[src/rtl/wb_regfile_pkg.sv]
// Shared CPU package: datapath defaults and common register-file types.
package wb_regfile_pkg;

    localparam int DEF_WIDTH  = 32;
    localparam int DEF_NREGS  = 32;
    localparam int DEF_ADDR_W = 5;
    localparam int DEF_CNT_W  = 32;

    typedef logic [DEF_ADDR_W-1:0] reg_addr_t;
    typedef logic [DEF_WIDTH-1:0]  word_t;

    localparam reg_addr_t REG_ZERO = 5'd0;

endpackage

[src/rtl/wb_regfile_if.sv]
// MEM/WB -> writeback bus: MEM/WB register outputs in, ID/EX-facing results out.
interface wb_regfile_if
    import wb_regfile_pkg::*;
#(
    parameter int WIDTH  = DEF_WIDTH,
    parameter int ADDR_W = DEF_ADDR_W,
    parameter int CNT_W  = DEF_CNT_W
);

    logic              MEMTOREG_IN;
    logic              REGWRITE_IN;
    logic [WIDTH-1:0]  MEMDATA_IN;
    logic [WIDTH-1:0]  RESULTOP_IN;
    logic [ADDR_W-1:0] ARD_IN;
    logic [ADDR_W-1:0] ARS1_IN;
    logic [ADDR_W-1:0] ARS2_IN;
    logic [WIDTH-1:0]  RS1_DATA_OUT;
    logic [WIDTH-1:0]  RS2_DATA_OUT;
    logic [WIDTH-1:0]  WB_DATA_OUT;
    logic              WB_EN_OUT;
    logic [CNT_W-1:0]  WB_COUNT_OUT;

    modport master (
        output MEMTOREG_IN, REGWRITE_IN, MEMDATA_IN, RESULTOP_IN,
               ARD_IN, ARS1_IN, ARS2_IN,
        input  RS1_DATA_OUT, RS2_DATA_OUT, WB_DATA_OUT, WB_EN_OUT, WB_COUNT_OUT
    );

    modport slave (
        input  MEMTOREG_IN, REGWRITE_IN, MEMDATA_IN, RESULTOP_IN,
               ARD_IN, ARS1_IN, ARS2_IN,
        output RS1_DATA_OUT, RS2_DATA_OUT, WB_DATA_OUT, WB_EN_OUT, WB_COUNT_OUT
    );

endinterface

[src/rtl/wb_regfile_mux.sv]
// Writeback select: load data or ALU result, shared by array write and bypass.
module wb_mux
    import wb_regfile_pkg::*;
#(
    parameter int WIDTH = DEF_WIDTH
) (
    input  logic             memtoreg,
    input  logic [WIDTH-1:0] mem_data,
    input  logic [WIDTH-1:0] alu_result,
    output logic [WIDTH-1:0] wb_data
);

    // Select the value that retires this cycle.
    always_comb begin
        wb_data = memtoreg ? mem_data : alu_result;
    end

endmodule

[src/rtl/wb_regfile.sv]
// Writeback stage register file: WB mux, GPR array with x0 hardwired,
// two write-first bypassed read ports and a retired-writeback counter.
module wb_regfile
    import wb_regfile_pkg::*;
#(
    parameter int WIDTH  = DEF_WIDTH,
    parameter int NREGS  = DEF_NREGS,
    parameter int ADDR_W = DEF_ADDR_W,
    parameter int CNT_W  = DEF_CNT_W
) (
    input  logic          clk,
    input  logic          rst,
    wb_regfile_if.slave   bus
);

    logic [WIDTH-1:0] wb_data;
    logic             wb_en;
    logic [WIDTH-1:0] regs [NREGS];
    logic [CNT_W-1:0] wb_count;
    logic [WIDTH-1:0] rs1_data;
    logic [WIDTH-1:0] rs2_data;

    wb_mux #(.WIDTH(WIDTH)) u_wb_mux (
        .memtoreg   (bus.MEMTOREG_IN),
        .mem_data   (bus.MEMDATA_IN),
        .alu_result (bus.RESULTOP_IN),
        .wb_data    (wb_data)
    );

    // A write commits only outside reset and never to x0 or an unmapped index.
    always_comb begin
        wb_en = bus.REGWRITE_IN && (bus.ARD_IN != ADDR_W'(REG_ZERO)) && rst
                && (int'(bus.ARD_IN) < NREGS);
    end

    // Register array: async clear, one write per cycle.
    always_ff @(posedge clk or negedge rst) begin
        if (!rst) begin
            for (int unsigned i = 0; i < NREGS; i++) begin
                regs[i] <= '0;
            end
        end else if (wb_en) begin
            regs[bus.ARD_IN] <= wb_data;
        end
    end

    // Retired-writeback counter, wraps naturally at 2^CNT_W.
    always_ff @(posedge clk or negedge rst) begin
        if (!rst) begin
            wb_count <= '0;
        end else if (wb_en) begin
            wb_count <= wb_count + 1'b1;
        end
    end

    // Read port 1: x0 -> 0, else write-first bypass, else array.
    always_comb begin
        rs1_data = '0;
        if (bus.ARS1_IN == ADDR_W'(REG_ZERO) || int'(bus.ARS1_IN) >= NREGS) begin
            rs1_data = '0;
        end else if (wb_en && bus.ARS1_IN == bus.ARD_IN) begin
            rs1_data = wb_data;
        end else begin
            rs1_data = regs[bus.ARS1_IN];
        end
    end

    // Read port 2: same priority as port 1.
    always_comb begin
        rs2_data = '0;
        if (bus.ARS2_IN == ADDR_W'(REG_ZERO) || int'(bus.ARS2_IN) >= NREGS) begin
            rs2_data = '0;
        end else if (wb_en && bus.ARS2_IN == bus.ARD_IN) begin
            rs2_data = wb_data;
        end else begin
            rs2_data = regs[bus.ARS2_IN];
        end
    end

    // Drive the bus outputs.
    always_comb begin
        bus.RS1_DATA_OUT = rs1_data;
        bus.RS2_DATA_OUT = rs2_data;
        bus.WB_DATA_OUT  = wb_data;
        bus.WB_EN_OUT    = wb_en;
        bus.WB_COUNT_OUT = wb_count;
    end

endmodule

[src/flat_wrapper.sv]
// flat-port wrapper written by rule: the top's interface ports become plain ports
module wb_regfile_flat import wb_regfile_pkg::*;
#(
    parameter int WIDTH  = DEF_WIDTH,
    parameter int NREGS  = DEF_NREGS,
    parameter int ADDR_W = DEF_ADDR_W,
    parameter int CNT_W  = DEF_CNT_W
)
  (clk, rst, bus_MEMTOREG_IN, bus_REGWRITE_IN, bus_MEMDATA_IN, bus_RESULTOP_IN, bus_ARD_IN, bus_ARS1_IN, bus_ARS2_IN, bus_RS1_DATA_OUT, bus_RS2_DATA_OUT, bus_WB_DATA_OUT, bus_WB_EN_OUT, bus_WB_COUNT_OUT);
  wb_regfile_if #(.WIDTH(WIDTH), .ADDR_W(ADDR_W), .CNT_W(CNT_W)) bus_i ();
  input  logic clk;
  input  logic rst;
  input wire logic [$bits(bus_i.MEMTOREG_IN)-1:0] bus_MEMTOREG_IN;
  input wire logic [$bits(bus_i.REGWRITE_IN)-1:0] bus_REGWRITE_IN;
  input wire logic [$bits(bus_i.MEMDATA_IN)-1:0] bus_MEMDATA_IN;
  input wire logic [$bits(bus_i.RESULTOP_IN)-1:0] bus_RESULTOP_IN;
  input wire logic [$bits(bus_i.ARD_IN)-1:0] bus_ARD_IN;
  input wire logic [$bits(bus_i.ARS1_IN)-1:0] bus_ARS1_IN;
  input wire logic [$bits(bus_i.ARS2_IN)-1:0] bus_ARS2_IN;
  output wire logic [$bits(bus_i.RS1_DATA_OUT)-1:0] bus_RS1_DATA_OUT;
  output wire logic [$bits(bus_i.RS2_DATA_OUT)-1:0] bus_RS2_DATA_OUT;
  output wire logic [$bits(bus_i.WB_DATA_OUT)-1:0] bus_WB_DATA_OUT;
  output wire logic [$bits(bus_i.WB_EN_OUT)-1:0] bus_WB_EN_OUT;
  output wire logic [$bits(bus_i.WB_COUNT_OUT)-1:0] bus_WB_COUNT_OUT;
  assign bus_i.MEMTOREG_IN = bus_MEMTOREG_IN;
  assign bus_i.REGWRITE_IN = bus_REGWRITE_IN;
  assign bus_i.MEMDATA_IN = bus_MEMDATA_IN;
  assign bus_i.RESULTOP_IN = bus_RESULTOP_IN;
  assign bus_i.ARD_IN = bus_ARD_IN;
  assign bus_i.ARS1_IN = bus_ARS1_IN;
  assign bus_i.ARS2_IN = bus_ARS2_IN;
  assign bus_RS1_DATA_OUT = bus_i.RS1_DATA_OUT;
  assign bus_RS2_DATA_OUT = bus_i.RS2_DATA_OUT;
  assign bus_WB_DATA_OUT = bus_i.WB_DATA_OUT;
  assign bus_WB_EN_OUT = bus_i.WB_EN_OUT;
  assign bus_WB_COUNT_OUT = bus_i.WB_COUNT_OUT;
  wb_regfile #(.WIDTH(WIDTH), .NREGS(NREGS), .ADDR_W(ADDR_W), .CNT_W(CNT_W)) u_core (.clk(clk), .rst(rst), .bus(bus_i));
endmodule
[config.mk]
export PLATFORM = sky130hd
export DESIGN_NAME = wb_regfile_flat
export DESIGN_NICKNAME = d
export VERILOG_FILES = /design/src/rtl/wb_regfile_pkg.sv /design/src/rtl/wb_regfile_if.sv /design/src/rtl/wb_regfile_mux.sv /design/src/rtl/wb_regfile.sv /design/src/flat_wrapper.sv
export SDC_FILE = /design/constraint.sdc
export NUM_CORES = 2
export LEC_CHECK = 0
export BUFFER_PORTS_ARGS = -buffer_cell sky130_fd_sc_hd__buf_4
export CAP_MARGIN = 40
export CORE_MARGIN = 2
export CORE_UTILIZATION = 55
export CTS_BUF_LIST = sky130_fd_sc_hd__clkbuf_16
export CTS_CLUSTER_SIZE = 16
export DETAILED_ROUTE_END_ITERATION = 8
export GPL_TIMING_DRIVEN = 0
export PLACE_DENSITY = 0.72
export SLEW_MARGIN = 5
export SYNTH_ARGS = -nofsm -noshare
export SYNTH_HDL_FRONTEND = slang
export SYNTH_SLANG_ARGS = --single-unit
[constraint.sdc]
create_clock -name clk -period 4.03 [get_ports clk]
set_clock_uncertainty 0.1 [all_clocks]
set_input_delay 1.0075 -clock clk [delete_from_list [all_inputs] [get_ports clk]]
set_output_delay 1.0075 -clock clk [all_outputs]
set_load 0.005 [all_outputs]
Word level (Yosys, flattened, before mapping)
Index checks and enable logic that the tools add are counted.
- ROM bits: 0
- RAM bits: 0
- register bits after elaboration: 1056
- output and inout bits: 129
- input bits: 83
- logic and storage cells: 65
- memories: 0
- bits in latches: 0
- multiply operators: 0
- $add $sub $neg: 1
- reduce and logical (&&, ||, !) cells: 8
- magnitude comparators: 4
- shift-type cells: 0
- bitwise logic cells: 3
- muxes and demuxes: 14
- div/mod/pow operators: 0
- equality and inequality tests: 2
- operators with widths (cell ; count):
    1024-bit bitwise mux ; 1
    32-bit binary-select mux with 5-bit select ; 2
    32-bit two-way mux ; 10
    32-bit demux with 5-bit select ; 1
    32-bit by 1-bit adder with 32-bit output (second input constant) ; 1
    6-bit >= comparator (second input constant) ; 3
    5-bit inverter with 6-bit output ; 3
    5-bit equality test ; 2
    5-bit logical NOT ; 2
    6-bit by 1-bit less-than comparator with 1-bit output (second input constant) ; 1
    1-bit logical AND ; 5
    5-bit nonzero test ; 1

Depth between registers and ports, before layout
- depth in word-level cells: 6
- mapped depth: 10
- gate-level depth less buffers: 6

Hierarchy
Synthesis repeated with hierarchy kept, for this count alone.
- cells, all modules: 4330
- area, all modules: 57871.8 um2
- by module, submodules not included (module ; cells an instance ; area each (um2) ; times used ; sequential area each (um2)):
    wb_regfile ; 4294 ; 57327.5 ; 1 ; 26425.3
    wb_mux ; 36 ; 544.3 ; 1 ; 0.0

Least setup slack after synthesis
OpenSTA, ideal clock, no wires.
- path type: input to output
- from: in bus_ARS1_IN[0]
- to: out bus_RS1_DATA_OUT[1]
- arrival: 2.616 ns
- stages on the path: 8
- slack: 0.307 ns
- data required time: 2.923 ns
- path buffers: 3
- path through: buf_2 buf_4 buf_2 mux4_2 mux2i_1 nor2_1 nor4_1 a21oi_1
- longest elaborated chain between the ends: 6
- elaborated cells between the ends (all ways): 9
- classes of those cells: 1 x eq/ne; 5 x mux; 1 x bitwise; 2 x reduce/logical
- RTL lines (element ; RTL line ; RTL):
    start: declaration ; flat_wrapper.sv:18 ; input wire logic [$bits(bus_i.ARS1_IN)-1:0] bus_ARS1_IN;
    5-bit inverter with 6-bit output (not written as such) ; wb_regfile.sv:64 ; rs1_data = regs[bus.ARS1_IN];
    32-bit binary-select mux with 5-bit select ; wb_regfile.sv:64 ;
    32-bit two-way mux (not written as such) (2 in series) ; wb_regfile.sv:64 ;
    32-bit two-way mux ; wb_regfile.sv:61 ; end else if (wb_en && bus.ARS1_IN == bus.ARD_IN) begin
    32-bit two-way mux * ; wb_regfile.sv:59 ; if (bus.ARS1_IN == ADDR_W'(REG_ZERO) || int'(bus.ARS1_IN) >= NREGS) begin
    end: declaration ; flat_wrapper.sv:20 ; output wire logic [$bits(bus_i.RS1_DATA_OUT)-1:0] bus_RS1_DATA_OUT;
Mark *: on every way between the ends. The rest lies on a longest branch, timed or not. The select of a mux whose other input is x is not followed.

Worst setup path in the final report
- from: in bus_ARS2_IN[4]
- to: out bus_RS2_DATA_OUT[10]
- longest elaborated chain between the ends: 6
- elaborated cells between the ends (all ways): 9
- classes of those cells: 1 x eq/ne; 5 x mux; 1 x bitwise; 2 x reduce/logical
- RTL lines (element ; RTL line ; RTL):
    start: declaration ; flat_wrapper.sv:19 ; input wire logic [$bits(bus_i.ARS2_IN)-1:0] bus_ARS2_IN;
    5-bit inverter with 6-bit output (not written as such) ; wb_regfile.sv:76 ; rs2_data = regs[bus.ARS2_IN];
    32-bit binary-select mux with 5-bit select ; wb_regfile.sv:76 ;
    32-bit two-way mux (not written as such) (2 in series) ; wb_regfile.sv:76 ;
    32-bit two-way mux ; wb_regfile.sv:73 ; end else if (wb_en && bus.ARS2_IN == bus.ARD_IN) begin
    32-bit two-way mux * ; wb_regfile.sv:71 ; if (bus.ARS2_IN == ADDR_W'(REG_ZERO) || int'(bus.ARS2_IN) >= NREGS) begin
    end: declaration ; flat_wrapper.sv:21 ; output wire logic [$bits(bus_i.RS2_DATA_OUT)-1:0] bus_RS2_DATA_OUT;
Marks and branches as above.

==> impl_metrics.env <==
export IMPL_status="finished, violations left"
export IMPL_violations="design-rule violations, negative setup slack"
export IMPL_synth_seq_area_share_pct=47.4
export IMPL_avgSynthCellArea_sq_um=10.3
export IMPL_grt_overflow=0
export IMPL_rows=116
export IMPL_met3_usage_pct=38.1
export IMPL_setup_viol=65
export IMPL_cp_max_fo=8
export IMPL_cts_buffers_inserted=116
export IMPL_netlist_instances=5430
export IMPL_peakVddDrop_v=0.000450
export IMPL_layout_drive_gt1_share_pct=36.0
export IMPL_synthToLayoutAreaGrowth_pct=34.2
export IMPL_p_int_uw=22600
export IMPL_boundaryPins=212
export IMPL_hold_buffers=0
export IMPL_portBuffers=201
export IMPL_ant_nets=0
export IMPL_placed_area_sq_mm=0.0616
export IMPL_ys_ff_latch=1056
export IMPL_seq_power_share_pct=41.3
export IMPL_crit_arrival_ns=3.23
export IMPL_cap_violations=0
export IMPL_hold_violations=0
export IMPL_critPathLaunch="bus_ARS2_IN[4]"
export IMPL_fin_crit_sh_pct=108
export IMPL_grt_busiest_layer="met2"
export IMPL_fmax_mhz=231
export IMPL_switchingPower_uw=11300
export IMPL_cts_tree="done"
export IMPL_cts_clk_slew_worst_paths_ns=0.06
export IMPL_hp_class="in2async"
export IMPL_coreArea_sq_mm=0.100
export IMPL_stdcell_count=7656
export IMPL_ys_warn_count=0
export IMPL_drv_slew=0
export IMPL_root_buffer="clkbuf_16"
export IMPL_static_leakage_power_uw=0.0323
export IMPL_grtUsageMet2_pct=78.0
export IMPL_cts_max_level=3
export IMPL_initial_core_util_pct=55.6
export IMPL_pre_cts_ws_ns=-1.64
export IMPL_clk_latency_ns=0.75
export IMPL_finalInstanceArea_sq_mm=0.0749
export IMPL_worst_slew_pin_slew_ns=1.14
export IMPL_start_kind="primary input"
export IMPL_grt_max_degree=171
export IMPL_grt_pass1_vias=53900
export IMPL_period_needed_ns=4.33
export IMPL_drc_errors=5
export IMPL_clock_path_buffers=3
export IMPL_gp_congestion=1.07
export IMPL_p_clk_share_pct=31.8
export IMPL_track_usage_pct=61.0
export IMPL_synth_area_sq_mm=0.0558
export IMPL_rsz0062_at_grt="true"
export IMPL_ys_types=50
export IMPL_pwr_share_comb_pct=26.9
export IMPL_slew_headroom_pct=23.8
export IMPL_p_per_area_mw_per_mm2=454
export IMPL_fin_nets=6272
export IMPL_vias=58100
export IMPL_dpl_hpwl_mm=215
export IMPL_synth_nets=5514
export IMPL_die_w_um=323
export IMPL_fp_dieH_um=323
export IMPL_fillers=6798
export IMPL_reg2reg_from="u_core.bus.WB_COUNT_OUT[2]"
export IMPL_antenna_found_initial=21
export IMPL_dp_cells=7204
export IMPL_cp_end_kind="output pin"
export IMPL_p_sw_share_pct=33.4
export IMPL_critical_path_class="in2out"
export IMPL_wl_mm=327
export IMPL_wl_per_cell_um=42.7
export IMPL_worst_ep_required_time_ns=2.92
export IMPL_cts_sinks=1056
export IMPL_die_area_sq_mm=0.104
export IMPL_met1_usage_pct=70.5
export IMPL_detail_route_iter0_violations=11800
export IMPL_viasPerCell=7.58
export IMPL_multi_input_area_sq_mm=0.0307
export IMPL_finalPower_uw=34000
export IMPL_grt_pass1_wl_mm=431
export IMPL_dr_pass1_iters=9
export IMPL_fin_ws_ns=-0.305
export IMPL_regArea_sq_mm=0.0264
## state kept, by name (all words and copies together), names as in the netlist
name and count:
u_core.bus.WB_COUNT_OUT 32, u_core.regs 1024
## final timing paths
path,endpoint,slack [ns],cells past startpoint
worst max-delay path,bus_RS2_DATA_OUT[10],-0.30,8
worst min-delay path,u_core.regs[255],0.10,1
worst max register to register,u_core.bus.WB_COUNT_OUT[25],1.29,6
worst min register to register,u_core.bus.WB_COUNT_OUT[31],0.38,1
max in group asynchronous,u_core.regs[527],1.26,5
min in group clk,u_core.bus.WB_COUNT_OUT[31],0.38,1
## Yosys cell counts (all sizes together)
| master | n | area, sq um |
|---|---|---|
| nor4 | 67 | 440 |
| mux2 | 465 | 5240 |
| o21ai | 375 | 1880 |
| dfrtp | 1056 | 26400 |
| buf | 202 | 1170 |
| nor2b | 51 | 319 |
| o221ai | 3 | 26.3 |
| and4 | 3 | 26.3 |
| nor3b | 4 | 30.0 |
| and3 | 4 | 25.0 |
| nand4 | 15 | 93.8 |
| xnor2 | 26 | 228 |
| o21a | 1 | 7.51 |
| nand3b | 5 | 37.5 |
| or4 | 1 | 7.51 |
| nor2 | 735 | 2760 |
| a211oi | 87 | 753 |
| mux2i | 186 | 1860 |
| or4b | 1 | 10.0 |
| or2 | 5 | 31.3 |
| a21oi | 665 | 3330 |
| nand2b | 8 | 50.1 |
| clkbuf | 370 | 1390 |
| nand2 | 383 | 1440 |
| nand3 | 11 | 55.1 |
| xor2 | 15 | 131 |
| a2111oi | 43 | 377 |
| mux4 | 235 | 5290 |
| or3 | 4 | 25.0 |
| a21o | 1 | 7.51 |
| nand4b | 1 | 8.76 |
| nor3 | 100 | 510 |
| o22ai | 262 | 1640 |
| ha | 1 | 12.5 |
| o221a | 1 | 11.3 |
| inv | 37 | 139 |
| o211ai | 1 | 7.51 |
## layer usage
metal | up-vias | routed length [um]
li1 | 21100 | -
met1 | 28300 | 102000
met2 | 6434 | 122000
met3 | 2142 | 62300
met4 | 40 | 38500
met5 | - | 1310
## power groups by stage
stage / Combinational, uW / Sequential (uW) / Clock, uW
final: 9160 / 14000 / 10800
after global routing: 9440 / 14200 / 11100
after CTS: 7990 / 13800 / 10600
after detailed placement: 6960 / 14000 / 0
after global placement: 6620 / 13900 / 0
after floorplan: 4490 / 13500 / 0
## cells by family (layout without fill, tap and decap cells)
kind of cell | count (synthesis) | count (layout) | synth area share [%]
xor+xnor | 41 | 41 | 0.644
simple gates | 1398 | 1398 | 10.5
fa+ha+maj | 1 | 1 | 0.0224
flops | 1056 | 1056 | 47.4
mux | 886 | 886 | 22.2
other cells | 0 | 19 | 0
compound gates | 1439 | 1439 | 14.4
buf+inv | 609 | 1459 | 4.84
## cells in the final DEF (no fill, tap or decap), types with 102 or more instances in the layout
cell | synthesis | layout
buf_4 | 23 | 386
buf_6 | 21 | 126
a21oi_1 | 665 | 653
nor2_1 | 733 | 698
o22ai_1 | 262 | 160
buf_12 | 0 | 102
clkbuf_1 | 369 | 289
mux4_2 | 235 | 235
clkbuf_16 | 0 | 131
o21ai_0 | 375 | 375
dfrtp_1 | 1056 | 1056
mux2_2 | 457 | 443
nand2_1 | 382 | 379
## critical path, cell delays in order
cell and delay [ns]:
buf_4 0.20, nand2b_2 0.43, buf_2 0.36, buf_6 0.21
nor3_1 0.35, nor4_4 0.09, a211oi_2 0.37, buf_4 0.18
## metrics by stage
stage / TNS [ns] / hold WS (ns) / util, %
after global placement: - / 0.354 / 58.8
after CTS: -7.30 / 0.104 / 71.0
after floorplan: 0 / 0.341 / -
after global routing: -9.73 / 0.111 / 74.6
after detailed placement: -101.24 / 0.365 / 61.4
final: -12.40 / 0.103 / 74.7
## layout make-up
class | count | area share, %
Multi-Input combinational cell | 3765 | 41.0
Inverter | 37 | 0.197
Timing Repair Buffer | 650 | 9.71
Tap cell | 1357 | 2.27
Clock inverter | 92 | 0.969
Sequential cell | 1056 | 35.3
Clock buffer | 118 | 3.94
Buffer | 562 | 6.61
Antenna cell | 19 | 0.0635
## repair_timing
item | in CTS | in global routing
endpoints found under the setup margin | 80 | 64
gates resized for setup | 1063 | 490
gates cloned | 25 | 11
pin swaps | 119 | 128
hold endpoints to repair | 0 | 0
buffers inserted | 82 | 122
No activity file was read; power rests on OpenSTA's default activity.
